## src/rtl/aes_pkg.sv

```systemverilog
// aes_pkg -- shared constants for the AES-128 round scheduler.
//   NR        : number of AES-128 rounds
//   ST_*      : scheduler state encodings (IDLE, KEXP, RUN, DONE)
//   RCON_TAB  : round constants for key-schedule steps 1..10, entry 1 in the low byte
//   rcon_of() : table lookup, returns 8'h00 for indices outside 1..10
package aes_pkg;

  localparam int NR = 10;

  localparam logic [1:0] ST_IDLE = 2'd0;
  localparam logic [1:0] ST_KEXP = 2'd1;
  localparam logic [1:0] ST_RUN  = 2'd2;
  localparam logic [1:0] ST_DONE = 2'd3;

  localparam logic [79:0] RCON_TAB = {8'h36, 8'h1B, 8'h80, 8'h40, 8'h20,
                                      8'h10, 8'h08, 8'h04, 8'h02, 8'h01};

  function automatic logic [7:0] rcon_of(input logic [3:0] idx);
    int pos;
    pos = 32'(idx) - 32'd1;
    if ((idx >= 4'd1) && (idx <= 4'd10)) begin
      rcon_of = RCON_TAB[pos*8 +: 8];
    end else begin
      rcon_of = 8'h00;
    end
  endfunction

endpackage

```

## src/rtl/aes_rcon_gen.sv

```systemverilog
// aes_rcon_gen -- combinational round-constant lookup.
//   ks_idx : in  4  key-schedule step index (1..10 meaningful)
//   rcon   : out 8  round constant for ks_idx, 8'h00 outside 1..10
import aes_pkg::*;

module aes_rcon_gen (
  input  logic [3:0] ks_idx,
  output logic [7:0] rcon
);

  // Table lookup from the shared package.
  always_comb begin
    rcon = rcon_of(ks_idx);
  end

endmodule

```

## src/rtl/aes_round_sched.sv

```systemverilog
// aes_round_sched -- control FSM sequencing an iterative AES-128 datapath.
// Runs the key expansion (KEXP), then per block one load cycle, NR round
// cycles (RUN) and a hold cycle (DONE) until the consumer takes the result.
//   clk, rst             : clock, synchronous active-high reset
//   key_start            : start key expansion (only honoured in IDLE)
//   in_valid, in_decrypt : offered block and its mode
//   in_ready             : block accepted this cycle when in_valid is high
//   out_ready, out_valid : result handshake
//   key_ok               : expanded key valid
//   ks_en, ks_idx, rcon  : key-schedule step strobe, index, round constant
//   st_load, rnd_en      : load-state strobe, apply-round strobe
//   rk_idx, rnd_last     : round-key select, final-round flag
//   dec                  : latched mode of the block in flight
//   blk_cnt              : saturating count of completed blocks
import aes_pkg::*;

module aes_round_sched #(
  parameter int NR   = aes_pkg::NR,
  parameter int CNTW = 16
) (
  input  logic            clk,
  input  logic            rst,
  input  logic            key_start,
  input  logic            in_valid,
  input  logic            in_decrypt,
  output logic            in_ready,
  input  logic            out_ready,
  output logic            out_valid,
  output logic            key_ok,
  output logic            ks_en,
  output logic [3:0]      ks_idx,
  output logic [7:0]      rcon,
  output logic            st_load,
  output logic            rnd_en,
  output logic [3:0]      rk_idx,
  output logic            rnd_last,
  output logic            dec,
  output logic [CNTW-1:0] blk_cnt
);

  localparam logic [3:0] NR_L = 4'(NR);

  logic [1:0]      state_r;
  logic [3:0]      cnt_r;      // shared step counter for KEXP and RUN, runs 1..NR
  logic            key_ok_r;
  logic            dec_r;
  logic [CNTW-1:0] blk_cnt_r;
  logic            accept;
  logic [7:0]      rcon_lut;

  // Fed from the counter rather than ks_idx so the lookup stays off the output decode path.
  aes_rcon_gen u_rcon (
    .ks_idx (cnt_r),
    .rcon   (rcon_lut)
  );

  assign key_ok  = key_ok_r;
  assign dec     = dec_r;
  assign blk_cnt = blk_cnt_r;

  // Handshake: key_start in the same cycle wins over a block offer.
  always_comb begin
    in_ready = (state_r == ST_IDLE) && key_ok_r && !key_start;
    accept   = in_ready && in_valid;
  end

  // Datapath strobes and indices, all zero unless their enable is active.
  always_comb begin
    ks_en     = 1'b0;
    ks_idx    = 4'd0;
    rcon      = 8'h00;
    st_load   = 1'b0;
    rnd_en    = 1'b0;
    rk_idx    = 4'd0;
    rnd_last  = 1'b0;
    out_valid = 1'b0;
    case (state_r)
      ST_IDLE: begin
        if (accept) begin
          st_load = 1'b1;
          rk_idx  = in_decrypt ? NR_L : 4'd0;
        end else begin
          st_load = 1'b0;
        end
      end
      ST_KEXP: begin
        ks_en  = 1'b1;
        ks_idx = cnt_r;
        rcon   = rcon_lut;
      end
      ST_RUN: begin
        rnd_en   = 1'b1;
        // Decrypt walks the key schedule backwards: NR-1 down to 0.
        rk_idx   = dec_r ? (NR_L - cnt_r) : cnt_r;
        rnd_last = (cnt_r == NR_L);
      end
      ST_DONE: begin
        out_valid = 1'b1;
      end
      default: begin
        out_valid = 1'b0;
      end
    endcase
  end

  // State, shared counter, key-valid flag, mode latch and block counter.
  always_ff @(posedge clk) begin
    if (rst) begin
      state_r   <= ST_IDLE;
      cnt_r     <= 4'd0;
      key_ok_r  <= 1'b0;
      dec_r     <= 1'b0;
      blk_cnt_r <= {CNTW{1'b0}};
    end else begin
      case (state_r)
        ST_IDLE: begin
          if (key_start) begin
            state_r  <= ST_KEXP;
            cnt_r    <= 4'd1;
            key_ok_r <= 1'b0;
          end else if (accept) begin
            state_r <= ST_RUN;
            cnt_r   <= 4'd1;
            dec_r   <= in_decrypt;
          end else begin
            state_r <= ST_IDLE;
          end
        end
        ST_KEXP: begin
          if (cnt_r == NR_L) begin
            state_r  <= ST_IDLE;
            cnt_r    <= 4'd0;
            key_ok_r <= 1'b1;
          end else begin
            cnt_r <= cnt_r + 4'd1;
          end
        end
        ST_RUN: begin
          if (cnt_r == NR_L) begin
            state_r <= ST_DONE;
            cnt_r   <= 4'd0;
          end else begin
            cnt_r <= cnt_r + 4'd1;
          end
        end
        ST_DONE: begin
          if (out_ready) begin
            state_r <= ST_IDLE;
            if (blk_cnt_r != {CNTW{1'b1}}) begin
              blk_cnt_r <= blk_cnt_r + CNTW'(1);
            end else begin
              blk_cnt_r <= blk_cnt_r;
            end
          end else begin
            state_r <= ST_DONE;
          end
        end
        default: begin
          state_r <= ST_IDLE;
          cnt_r   <= 4'd0;
        end
      endcase
    end
  end

endmodule
```

## config.mk

```make
export PLATFORM = sky130hd
export DESIGN_NAME = aes_round_sched
export DESIGN_NICKNAME = d
export VERILOG_FILES = /design/src/rtl/aes_pkg.sv /design/src/rtl/aes_rcon_gen.sv /design/src/rtl/aes_round_sched.sv
export SDC_FILE = /design/constraint.sdc
export NUM_CORES = 1
export LEC_CHECK = 0
export CORE_MARGIN = 2
export CORE_UTILIZATION = 30
export DETAILED_ROUTE_END_ITERATION = 16
export PLACE_DENSITY = 0.5
export SLEW_MARGIN = 20
export SYNTH_ARGS = -nofsm -noshare
export SYNTH_HDL_FRONTEND = slang
export SYNTH_HIERARCHICAL = 1
export SYNTH_SLANG_ARGS = --single-unit
export TNS_END_PERCENT = 30
```

## constraint.sdc

```tcl
create_clock -name clk -period 5.4 [get_ports clk]
set_input_delay 1.35 -clock clk [delete_from_list [all_inputs] [get_ports clk]]
set_output_delay 1.35 -clock clk [all_outputs]
set_load 0.005 [all_outputs]
```

==> PnR_summary.wiki, run 1 <==
{| class="wikitable"
! Metric !! Value
|-
| Wire length of the first global-routing pass || 8020 µm
|-
| Crit share post-route || 84.1%
|-
| Weighted congestion reported at the end of routability-driven placement || 0.798
|-
| VDD IR-drop max || 0.158 mV
|-
| CTS Buf Count || 3
|-
| Yosys cell types || 47
|-
| Post-route cell area || 2380 µm²
|-
| Die Width || 81.3 µm
|-
| Core Rows || 28
|-
| Count of unresolved DRC violations after routing || 0
|-
| Initial standard-cell utilization of the core || 30.7%
|-
| Total global routing overflow || 0
|-
| EDFF count, synth || 0
|-
| Layout Area Growth over Synthesis || 32.8%
|-
| Starting DRT DRC Count || 63
|-
| Root buffer cell || sky130_fd_sc_hd__clkbuf_8
|-
| Count of yosys warnings during synthesis || 6
|-
| Core Box Area || 5850 µm²
|-
| Bufs on Longest Clock Path || 2
|-
| Pre-CTS setup slack || 0.917 ns
|-
| Leading post-synthesis cells by instance count || sky130_fd_sc_hd__a21oi_1 (24), sky130_fd_sc_hd__dfxtp_1 (24), sky130_fd_sc_hd__and2_1 (17)
|-
| Placement-stage cell area || 2310 µm²
|-
| Post-synth top area share || 26.8%
|-
| I/O pin count || 46
|-
| Number of sinks driven by the clock tree || 24
|-
| Via count of the routed design || 1852
|-
| Req. time, crit path || 4.05 ns
|-
| Number of filler instances in the final layout || 609
|-
| Status || finished, final reports clean
|-
| Final-report hold violation count || 0
|-
| Post-Route Skew || 0.00658 ns
|-
| Clock tree from TritonCTS || built
|-
| Endpoint type of the worst setup path || output pin
|-
| Power Density || 320 nW/µm²
|-
| Pin slew with the least headroom to its limit || 1.02 ns
|-
| Fraction of registers with async set/reset || 0%
|-
| GR Util All Layers || 15.3%
|-
| Number of nets in the finished design || 293
|-
| Proportion of layout cells with a drive suffix above 1 || 4.36%
|-
| Total wire length after detailed routing || 4930 µm
|-
| Type of the most critical hold path || reg2reg
|-
| H-tree lvl count || 1
|-
| Number of antenna violations at the first check in global routing || 0
|-
| Final hold slack || 0.509 ns
|-
| Leakage power figure || 0.757 nW
|-
| Die Height || 81.3 µm
|-
| Combinational share of power || 49.7%
|-
| Int Power || 0.000459 W
|-
| Yosys top cell by area || sky130_fd_sc_hd__dfxtp_1
|-
| Max-slew headroom || 31.6%
|-
| Clock-pin slew on the worst setup and hold paths || 0.08 ns
|-
| Switching part of the total power || 39.9%
|-
| Synth Net Count || 249
|-
| WS Path Type || in2out
|-
| Pin count of the biggest net entering global routing || 27
|-
| HPWL reported at the end of detailed placement || 3610 µm
|-
| Mean number of vias per cell || 5.29
|-
| Min Clock Period, post-route || 4.54 ns
|-
| Register bit total from synthesis || 24
|-
| Worst-Skew Late Latency || 0.27 ns
|-
| Synthesized netlist cell count || 232
|-
| Kind of start point of the critical path || primary input
|-
| Resized cells post-CTS || 0
|-
| Die area || 6620 µm²
|-
| Post-Syn Area || 1790 µm²
|-
| Critical path fanouts, max || 5
|-
| Minimum setup slack in the final design || 0.860 ns
|-
| Detailed-router iteration count before antenna repair || 4
|-
| Fraction of power consumed by the clock network || 20.9%
|-
| Count of buffers from port buffering || 45
|-
| Sequential power share || 29.5%
|-
| Final setup violating endpoints || 0
|-
| Commonest register cell after synthesis || sky130_fd_sc_hd__dfxtp_1
|-
| Setup total negative slack || 0 ns
|-
| FMAX || 220 MHz
|-
| WL/cell || 14.1 µm
|-
| Post-route ant nets || 0
|-
| RSZ-0062 raised after global routing || false
|-
| Sequential area share after synthesis || 26.8%
|-
| Number of hold buffers added after CTS || 0
|-
| Total inserted antenna cells || 0
|-
| Net Sw Power || 0.000304 W
|-
| Data arrival time of the critical path || 3.19 ns
|-
| Cell Count Post-Placement || 346
|-
| Max-capacitance violation count || 0
|-
| Buffers inserted during post-CTS setup optimization || 0
|-
| Biggest area contributors in the synthesized netlist || sky130_fd_sc_hd__dfxtp_1 (27%), sky130_fd_sc_hd__ha_1 (7.7%), sky130_fd_sc_hd__a21oi_1 (6.7%), sky130_fd_sc_hd__and2_1 (5.9%), sky130_fd_sc_hd__or4_1 (3.8%)
|-
| Fin cells || 350
|-
| Via count of the first global-routing pass || 1638
|-
| Max-slew violation count || 0
|-
| Average size of a mapped cell || 7.73 µm²
|}
==> through the flow <==
step	util [%]	total power, W
floorplan	-	0.000499
CTS	40.7	0.000772
detailed placement	39.5	0.000606
finish	40.7	0.000763
global placement	39.5	0.000613
global route	40.7	0.000831
==> layout make-up <==
| type | instances | area [µm²] | area share (%) |
|---|---|---|---|
| clock inverter | 1 | 30.0 | 1.26 |
| clock buffer | 3 | 41.3 | 1.73 |
| inverter | 13 | 48.8 | 2.05 |
| multi-input combinational | 189 | 1240 | 52.0 |
| tap | 75 | 93.8 | 3.94 |
| sequential | 24 | 480 | 20.2 |
| timing repair buffer | 45 | 450 | 18.9 |
==> per-layer routing <==
metal / up-vias / global-route usage (%) / wire, µm
li1: 957 / - / -
met1: 847 / 23.3 / 2650
met2: 46 / 22.3 / 2060
met3: 2 / 1.78 / 189
met4: 0 / 4.07 / 32
met5: - / 0 / 0
==> cell usage in the layout, fill, tap and decap left out, drive strengths merged, types with 3 or more instances in the layout <==
cell type / n
or4: 11
nor2b: 5
inv: 13
nor4: 4
dfxtp: 24
nand2b: 3
ha: 11
or2: 3
a211oi: 5
o21ai: 12
a21oi: 24
mux2i: 5
nand3: 9
nor2: 16
nand4: 4
nor3: 12
or3: 4
nand2: 13
clkbuf: 3
clkdlybuf4s50: 45
xnor2: 3
o31ai: 8
and2: 17
==> path summary, 6_finish.rpt <==
path	from	end	slack [ns]	depth (start not counted)
worst min-delay path	blk_cnt[12]	blk_cnt[12]	0.51	2
worst max-delay path	key_start	rk_idx[3]	0.86	6
worst min register to register	blk_cnt[12]	blk_cnt[12]	0.51	2
worst max register to register	state_r[0]	blk_cnt[10]	3.21	5
==> cell families (layout without fill, tap and decap cells) <==
family	after synthesis	after routing	share of synthesized area (%)
fa+ha+maj	11	11	7.67
compound gates	60	60	20.4
xor+xnor	4	4	1.95
buf+inv	19	62	4.18
simple gates	108	108	35.6
mux	6	6	3.42
flops	24	24	26.8
==> state kept, by name (all words and copies together), names as in the netlist <==
signal and count:
state_r 2, dec 1, key_ok 1, blk_cnt 16
cnt_r 4
==> worst max-delay path, cell delays in order <==
cell and delay [ns]:
sky130_fd_sc_hd__clkdlybuf4s50_1 0.45, sky130_fd_sc_hd__nand2b_1 0.23, sky130_fd_sc_hd__nor2_1 0.39, sky130_fd_sc_hd__nand2_1 0.15
sky130_fd_sc_hd__o21ai_0 0.10, sky130_fd_sc_hd__clkdlybuf4s50_1 0.52
==> power groups by stage <==
stage               Combinational (W)  Sequential [W]  Clock (W)
global route                 0.000430        0.000230   0.000171
floorplan                    0.000280        0.000218          0
global placement             0.000382        0.000232          0
CTS                          0.000378        0.000226   0.000168
detailed placement           0.000375        0.000230          0
finish                       0.000379        0.000225   0.000159
Note: power is estimated with default switching activity, not from simulation.
==> run 2: changes to the inputs <==
Clock period 5.4 ns to 4.7 ns, I/O delays scaled along.
==> PnR_summary.wiki, run 2 (same netlist as run 1, synthesis figures left out) <==
{| class="wikitable"
! Metric !! Value
|-
| Final-report hold violation count || 0 (unchanged)
|-
| Initial standard-cell utilization of the core || 30.7% (unchanged)
|-
| Total wire length after detailed routing || 4920 µm (-0.20%)
|-
| Max-capacitance violation count || 0 (unchanged)
|-
| Wire length of the first global-routing pass || 7980 µm (-0.60%)
|-
| WL/cell || 14.0 µm (-0.77%)
|-
| VDD IR-drop max || 0.168 mV (+6.2%)
|-
| Min Clock Period, post-route || 4.14 ns
|-
| Pin slew with the least headroom to its limit || 0.999 ns (-0.0245 ns)
|-
| FMAX || 241 MHz
|-
| Data arrival time of the critical path || 2.97 ns (-0.22 ns)
|-
| Final total power || 0.000889 W (+16%)
|-
| Resized cells post-CTS || 0 (unchanged)
|-
| Number of hold buffers added after CTS || 0 (unchanged)
|-
| HPWL reported at the end of detailed placement || 3620 µm (+0.52%)
|-
| Weighted congestion reported at the end of routability-driven placement || 0.795 (-0.49%)
|-
| Starting DRT DRC Count || 81 (+29%)
|-
| Switching part of the total power || 39.8% (-0.12 points)
|-
| RSZ-0062 raised after global routing || false
|-
| Sequential power share || 26.3% (-3.2 points)
|-
| Total global routing overflow || 0 (unchanged)
|-
| Routing usage on met1 || 22.1% (-1.2 points)
|-
| Number of antenna violations at the first check in global routing || 0 (unchanged)
|-
| Net Sw Power || 0.000353 W (+16%)
|-
| Buffers inserted during post-CTS setup optimization || 0 (unchanged)
|-
| Max-slew violation count || 0 (unchanged)
|-
| Total inserted antenna cells || 0 (unchanged)
|-
| Post-route ant nets || 0 (unchanged)
|-
| GR Util All Layers || 15.2% (-0.086 points)
|-
| Clock tree from TritonCTS || built
|-
| WS Path Type || in2out
|-
| Via count of the first global-routing pass || 1646 (+0.49%)
|-
| Kind of start point of the critical path || primary input
|-
| Proportion of layout cells with a drive suffix above 1 || 5.05% (+0.69 points)
|-
| Launch instance of the worst register-to-register path || state_r[0]
|-
| Count of unresolved DRC violations after routing || 0 (unchanged)
|-
| Crit share post-route || 88.1%
|-
| Core Box Area || 5850 µm² (unchanged)
|-
| Max reg flops || 16 (unchanged)
|-
| CTS Buf Count || 3 (unchanged)
|-
| Endpoint of the worst-slack reg-to-reg timing path || blk_cnt[11]
|-
| Number of nets in the finished design || 295 (+0.68%)
|-
| Detailed-router iteration count before antenna repair || 4 (unchanged)
|-
| Post-Route Skew || 0.00754 ns (+0.000963 ns)
|-
| Max-slew headroom || 33.2% (+1.6 points)
|-
| Post-route cell area || 2400 µm² (+0.63%)
|-
| Leakage power figure || 0.768 nW (+1.4%)
|-
| Leading cell types in the layout, fill and taps excluded || sky130_fd_sc_hd__clkdlybuf4s50_1 (45), sky130_fd_sc_hd__a21oi_1 (24), sky130_fd_sc_hd__dfxtp_1 (24), sky130_fd_sc_hd__and2_1 (17), sky130_fd_sc_hd__nor2_1 (16)
|-
| H-tree lvl count || 1 (unchanged)
|-
| Layout Area Growth over Synthesis || 33.7%
|-
| Leading cell type in the layout, fill and taps excluded || sky130_fd_sc_hd__clkdlybuf4s50_1
|-
| Int Power || 0.000535 W (+17%)
|-
| R2R depth || 5 (unchanged)
|-
| Status || finished, final reports clean
|-
| Count of buffers from port buffering || 45 (unchanged)
|-
| Number of sinks driven by the clock tree || 24 (unchanged)
|-
| Worst-Skew Late Latency || 0.27 ns (about the same)
|-
| Pin count of the biggest net entering global routing || 27 (unchanged)
|-
| Via count of the routed design || 1870 (+0.97%)
|-
| Worst hold stages || 2 (unchanged)
|-
| Die Width || 81.3 µm (unchanged)
|-
| Hold worst-path end || blk_cnt[12]
|-
| Die Height || 81.3 µm (unchanged)
|-
| Fraction of met2 tracks used by global routing || 23.0% (+0.74 points)
|-
| I/O pin count || 46 (unchanged)
|-
| Core Rows || 28 (unchanged)
|-
| Clock-pin slew on the worst setup and hold paths || 0.08 ns (about the same)
|-
| Critical path fanouts, max || 5 (unchanged)
|-
| Endpoint type of the worst setup path || output pin
|-
| Power Density || 371 nW/µm² (+16%)
|-
| Setup total negative slack || 0 ns (unchanged)
|-
| Bufs on Longest Clock Path || 2 (unchanged)
|-
| Type of the most critical hold path || reg2reg
|-
| Final setup violating endpoints || 0 (unchanged)
|-
| Req. time, crit path || 3.52 ns (-0.53 ns)
|-
| Root buffer cell || sky130_fd_sc_hd__clkbuf_8
|-
| Global routing usage on met3 || 2.44% (+0.67 points)
|-
| Worst setup slack for register-to-register paths || 2.50 ns (-0.71 ns)
|-
| Global routing's busiest layer || met2
|-
| Min-Delay Startpoint || blk_cnt[12]
|-
| Mean number of vias per cell || 5.31 (+0.40%)
|-
| Combinational share of power || 52.9% (+3.2 points)
|-
| Fraction of power consumed by the clock network || 20.8% (about the same)
|-
| Die area || 6620 µm² (unchanged)
|-
| Placement-stage cell area || 2330 µm² (+0.65%)
|}
run 2: power groups by stage:
stage / registers (W) / clock network, W / logic, W
after global placement: 0.000239 / 0 / 0.000476
after floorplan: 0.000251 / 0 / 0.000322
final: 0.000233 / 0.000185 / 0.000470
after global routing: 0.000236 / 0.000198 / 0.000528
after CTS: 0.000234 / 0.000191 / 0.000470
after detailed placement: 0.000239 / 0 / 0.000467
run 2: final cells by class:
type	instances	area (µm²)
clock buffers	3	41.3
well taps	75	93.8
multi-input cells	189	1240
clock inverters	1	30.0
repair buffers	47	465
flip-flops and latches	24	480
fillers	611	3450
inverters	13	48.8
run 2: how the worst max path moves through the flow:
stage                          from         to  slack (ns)
after floorplan           key_start  rk_idx[1]        1.76
after global placement    key_start  rk_idx[1]        0.62
after detailed placement  key_start  rk_idx[1]        0.56
after CTS                 key_start  rk_idx[1]        0.55
after global routing      key_start  rk_idx[1]        0.42
final                     key_start  rk_idx[3]        0.56
run 2: critical path, cell delays in order:
cell and delay [ns]:
sky130_fd_sc_hd__clkdlybuf4s50_1 0.45, sky130_fd_sc_hd__nand2b_1 0.23, sky130_fd_sc_hd__nor2_1 0.31, sky130_fd_sc_hd__nand2_1 0.16
sky130_fd_sc_hd__o21ai_0 0.11, sky130_fd_sc_hd__clkdlybuf4s50_1 0.53
run 2: through the flow:
stage,cells,hold slack [ns],setup WS [ns],util (%)
after floorplan,232,0.489,1.76,-
after global placement,348,0.495,0.623,39.8
after detailed placement,348,0.507,0.561,39.8
after CTS,352,0.520,0.555,41.0
after global routing,352,0.539,0.418,41.0
final,352,0.518,0.558,41.0
run 2: layer usage:
metal  vias to the layer above  wire length, µm
met3                         4              305
met1                       848             2470
met4                         0               45
li1                        955                -
met2                        63             2100
met5                         -                0
==> run 3: changes to the inputs <==
Settings changed: CORE_ASPECT_RATIO set to 0.8.
==> PnR_summary.wiki, run 3 (same netlist as run 1, synthesis figures left out) <==
{| class="wikitable"
! Metric !! Value
|-
| Number of antenna violations at the first check in global routing || 0 (unchanged)
|-
| Combinational share of power || 55.3% (+2.4 points)
|-
| Via count of the first global-routing pass || 1597 (-3.0%)
|-
| Total wire length after detailed routing || 5030 µm (+2.2%)
|-
| Clock-pin slew on the worst setup and hold paths || 0.09 ns (about the same)
|-
| Max-capacitance violation count || 0 (unchanged)
|-
| Count of unresolved DRC violations after routing || 0 (unchanged)
|-
| Switching part of the total power || 42.0% (+2.3 points)
|-
| Total global routing overflow || 0 (unchanged)
|-
| Initial standard-cell utilization of the core || 30.7% (about the same)
|-
| Critical path fanouts, max || 5 (unchanged)
|-
| Detailed-router iteration count before antenna repair || 4 (unchanged)
|-
| Sequential power share || 28.0% (+1.7 points)
|-
| Max reg flops || 16 (unchanged)
|-
| Total inserted antenna cells || 0 (unchanged)
|-
| Int Power || 0.000494 W (-7.7%)
|-
| Final hold slack || 0.513 ns (-0.00472 ns)
|-
| R2R depth || 4 (-1)
|-
| Pin slew with the least headroom to its limit || 1.01 ns (+0.00917 ns)
|-
| Number of nets in the finished design || 294 (-0.34%)
|-
| Data arrival time of the critical path || 2.96 ns (about the same)
|-
| Endpoint type of the worst setup path || output pin
|-
| H-tree lvl count || 1 (unchanged)
|-
| WS Path Type || in2out
|-
| Leakage power figure || 0.755 nW (-1.6%)
|-
| Crit share post-route || 88.0% (about the same)
|-
| WL/cell || 14.1 µm (+0.72%)
|-
| Req. time, crit path || 3.52 ns (about the same)
|-
| Die Height || 73.2 µm (-10%)
|-
| Peak per-stage delay on the critical path || 0.53 ns (about the same)
|-
| Launch instance of the worst register-to-register path || blk_cnt[9]
|-
| Weighted congestion reported at the end of routability-driven placement || 0.794 (-0.10%)
|-
| VDD IR-drop max || 0.177 mV (+5.5%)
|-
| Pin count of the biggest net entering global routing || 27 (unchanged)
|-
| Post-Route Skew || 0.00277 ns (-0.00477 ns)
|-
| Worst-Skew Late Latency || 0.27 ns (about the same)
|-
| Clock tree from TritonCTS || built
|-
| Crit path from || key_start
|-
| GR Util All Layers || 15.2% (-0.020 points)
|-
| FMAX || 242 MHz (about the same)
|-
| Cell with the most instances on the worst path || sky130_fd_sc_hd__clkdlybuf4s50_1
|-
| I/O pin count || 46 (unchanged)
|-
| Layout Area Growth over Synthesis || 32.8%
|-
| Max-slew headroom || 32.6% (-0.61 points)
|-
| RSZ-0062 raised after global routing || false
|-
| Net Sw Power || 0.000358 W (+1.4%)
|-
| Max-slew violation count || 0 (unchanged)
|-
| Setup total negative slack || 0 ns (unchanged)
|-
| Mean number of vias per cell || 5.22 (-1.8%)
|-
| Min Clock Period, post-route || 4.14 ns (-0.00393 ns)
|-
| Status || finished, final reports clean
|-
| Die Width || 90.5 µm (+11%)
|-
| Final setup violating endpoints || 0 (unchanged)
|-
| Count of buffers from port buffering || 45 (unchanged)
|-
| Power Density || 358 nW/µm² (-3.4%)
|-
| Final total power || 0.000853 W (-4.0%)
|-
| Core Rows || 25 (-11%)
|-
| Cell chain of the critical path || clkdlybuf4s50_1, nand2b_1, nor2_1, nand2_1, o21ai_0, clkdlybuf4s50_1
|-
| Via count of the routed design || 1863 (-0.37%)
|-
| Die area || 6620 µm² (about the same)
|-
| Slowest-stage cell, CP || sky130_fd_sc_hd__clkdlybuf4s50_1
|-
| Starting DRT DRC Count || 96 (+19%)
|-
| Resized cells post-CTS || 0 (unchanged)
|-
| Proportion of layout cells with a drive suffix above 1 || 4.71% (-0.34 points)
|-
| Min-Delay Startpoint || blk_cnt[12]
|-
| Kind of start point of the critical path || primary input
|-
| Wire length of the first global-routing pass || 8220 µm (+3.0%)
|-
| Worst hold stages || 2 (unchanged)
|-
| Leading cell types in the layout, fill and taps excluded || sky130_fd_sc_hd__clkdlybuf4s50_1 (45), sky130_fd_sc_hd__a21oi_1 (24), sky130_fd_sc_hd__dfxtp_1 (24), sky130_fd_sc_hd__and2_1 (17), sky130_fd_sc_hd__nor2_1 (16)
|-
| Fin cells || 357 (+1.4%)
|-
| Type of the most critical hold path || reg2reg
|-
| Root buffer cell || sky130_fd_sc_hd__clkbuf_8
|-
| Post-route ant nets || 0 (unchanged)
|-
| Minimum setup slack in the final design || 0.562 ns (+0.00393 ns)
|-
| Pre-CTS setup slack || 0.567 ns (+0.00537 ns)
|-
| Number of hold buffers added after CTS || 0 (unchanged)
|-
| Cell Count Post-Placement || 353 (+1.4%)
|-
| Core Box Area || 5850 µm² (about the same)
|-
| Final-report hold violation count || 0 (unchanged)
|-
| HPWL reported at the end of detailed placement || 3710 µm (+2.5%)
|-
| Number of sinks driven by the clock tree || 24 (unchanged)
|-
| Fraction of power consumed by the clock network || 16.7% (-4.1 points)
|-
| Leading cell type in the layout, fill and taps excluded || sky130_fd_sc_hd__clkdlybuf4s50_1
|-
| Buffers inserted during post-CTS setup optimization || 0 (unchanged)
|-
| CTS Buf Count || 3 (unchanged)
|-
| Bufs on Longest Clock Path || 2 (unchanged)
|}
[run 3: changes by cell type in the layout (fill, tap and decap cells not counted), sizes merged]
cell and delta:
bufinv -1, clkbuf +1, buf -1
[run 3: layout make-up]
type	count	area [µm²]
repair buffers	46	458
well taps	81	101
inverters	13	48.8
flip-flops and latches	24	480
multi-input cells	189	1240
clock buffers	4	55.1
fillers	636	3470
[run 3: path summary, 6_finish.rpt]
check / endpoint / slack, ns
setup / recovery: rk_idx[1] / 0.56
hold / removal: blk_cnt[12] / 0.51
setup reg to reg: blk_cnt[0] / 2.44
hold reg to reg: blk_cnt[12] / 0.51
[run 3: worst max-delay path: cells and delay by family]
kind                   cells  cell delay, ns
AO/OA/AOI/OAI              1            0.10
buffers and inverters      2            1.00
AND/OR/NAND/NOR            3            0.69
[run 3: power by group through the flow]
stage / clock network, W / logic, W / registers (W)
after global routing: 0.000156 / 0.000526 / 0.000243
after floorplan: 0 / 0.000322 / 0.000251
after global placement: 0 / 0.000469 / 0.000244
final: 0.000142 / 0.000472 / 0.000239
after detailed placement: 0 / 0.000466 / 0.000244
after CTS: 0.000148 / 0.000468 / 0.000239
[run 3: routing by layer]
metal / vias to the layer above / wire (µm) / track usage, %
met2: 39 / 1970 / 20.3
met4: 0 / 29 / 1.54
met5: - / 0 / 0
met3: 2 / 162 / 2.58
li1: 959 / - / -
met1: 863 / 2860 / 25.2
[run 3: per-stage QoR]
| stage | cell area [µm²] | util (%) |
|---|---|---|
| 5_1_grt | 2380 | 40.7 |
| 4_1_cts | 2380 | 40.7 |
| 2_1_floorplan | 1790 | - |
| 6_report | 2380 | 40.7 |
| 3_5_place_dp | 2330 | 39.8 |
| 3_3_place_gp | 2330 | 39.8 |
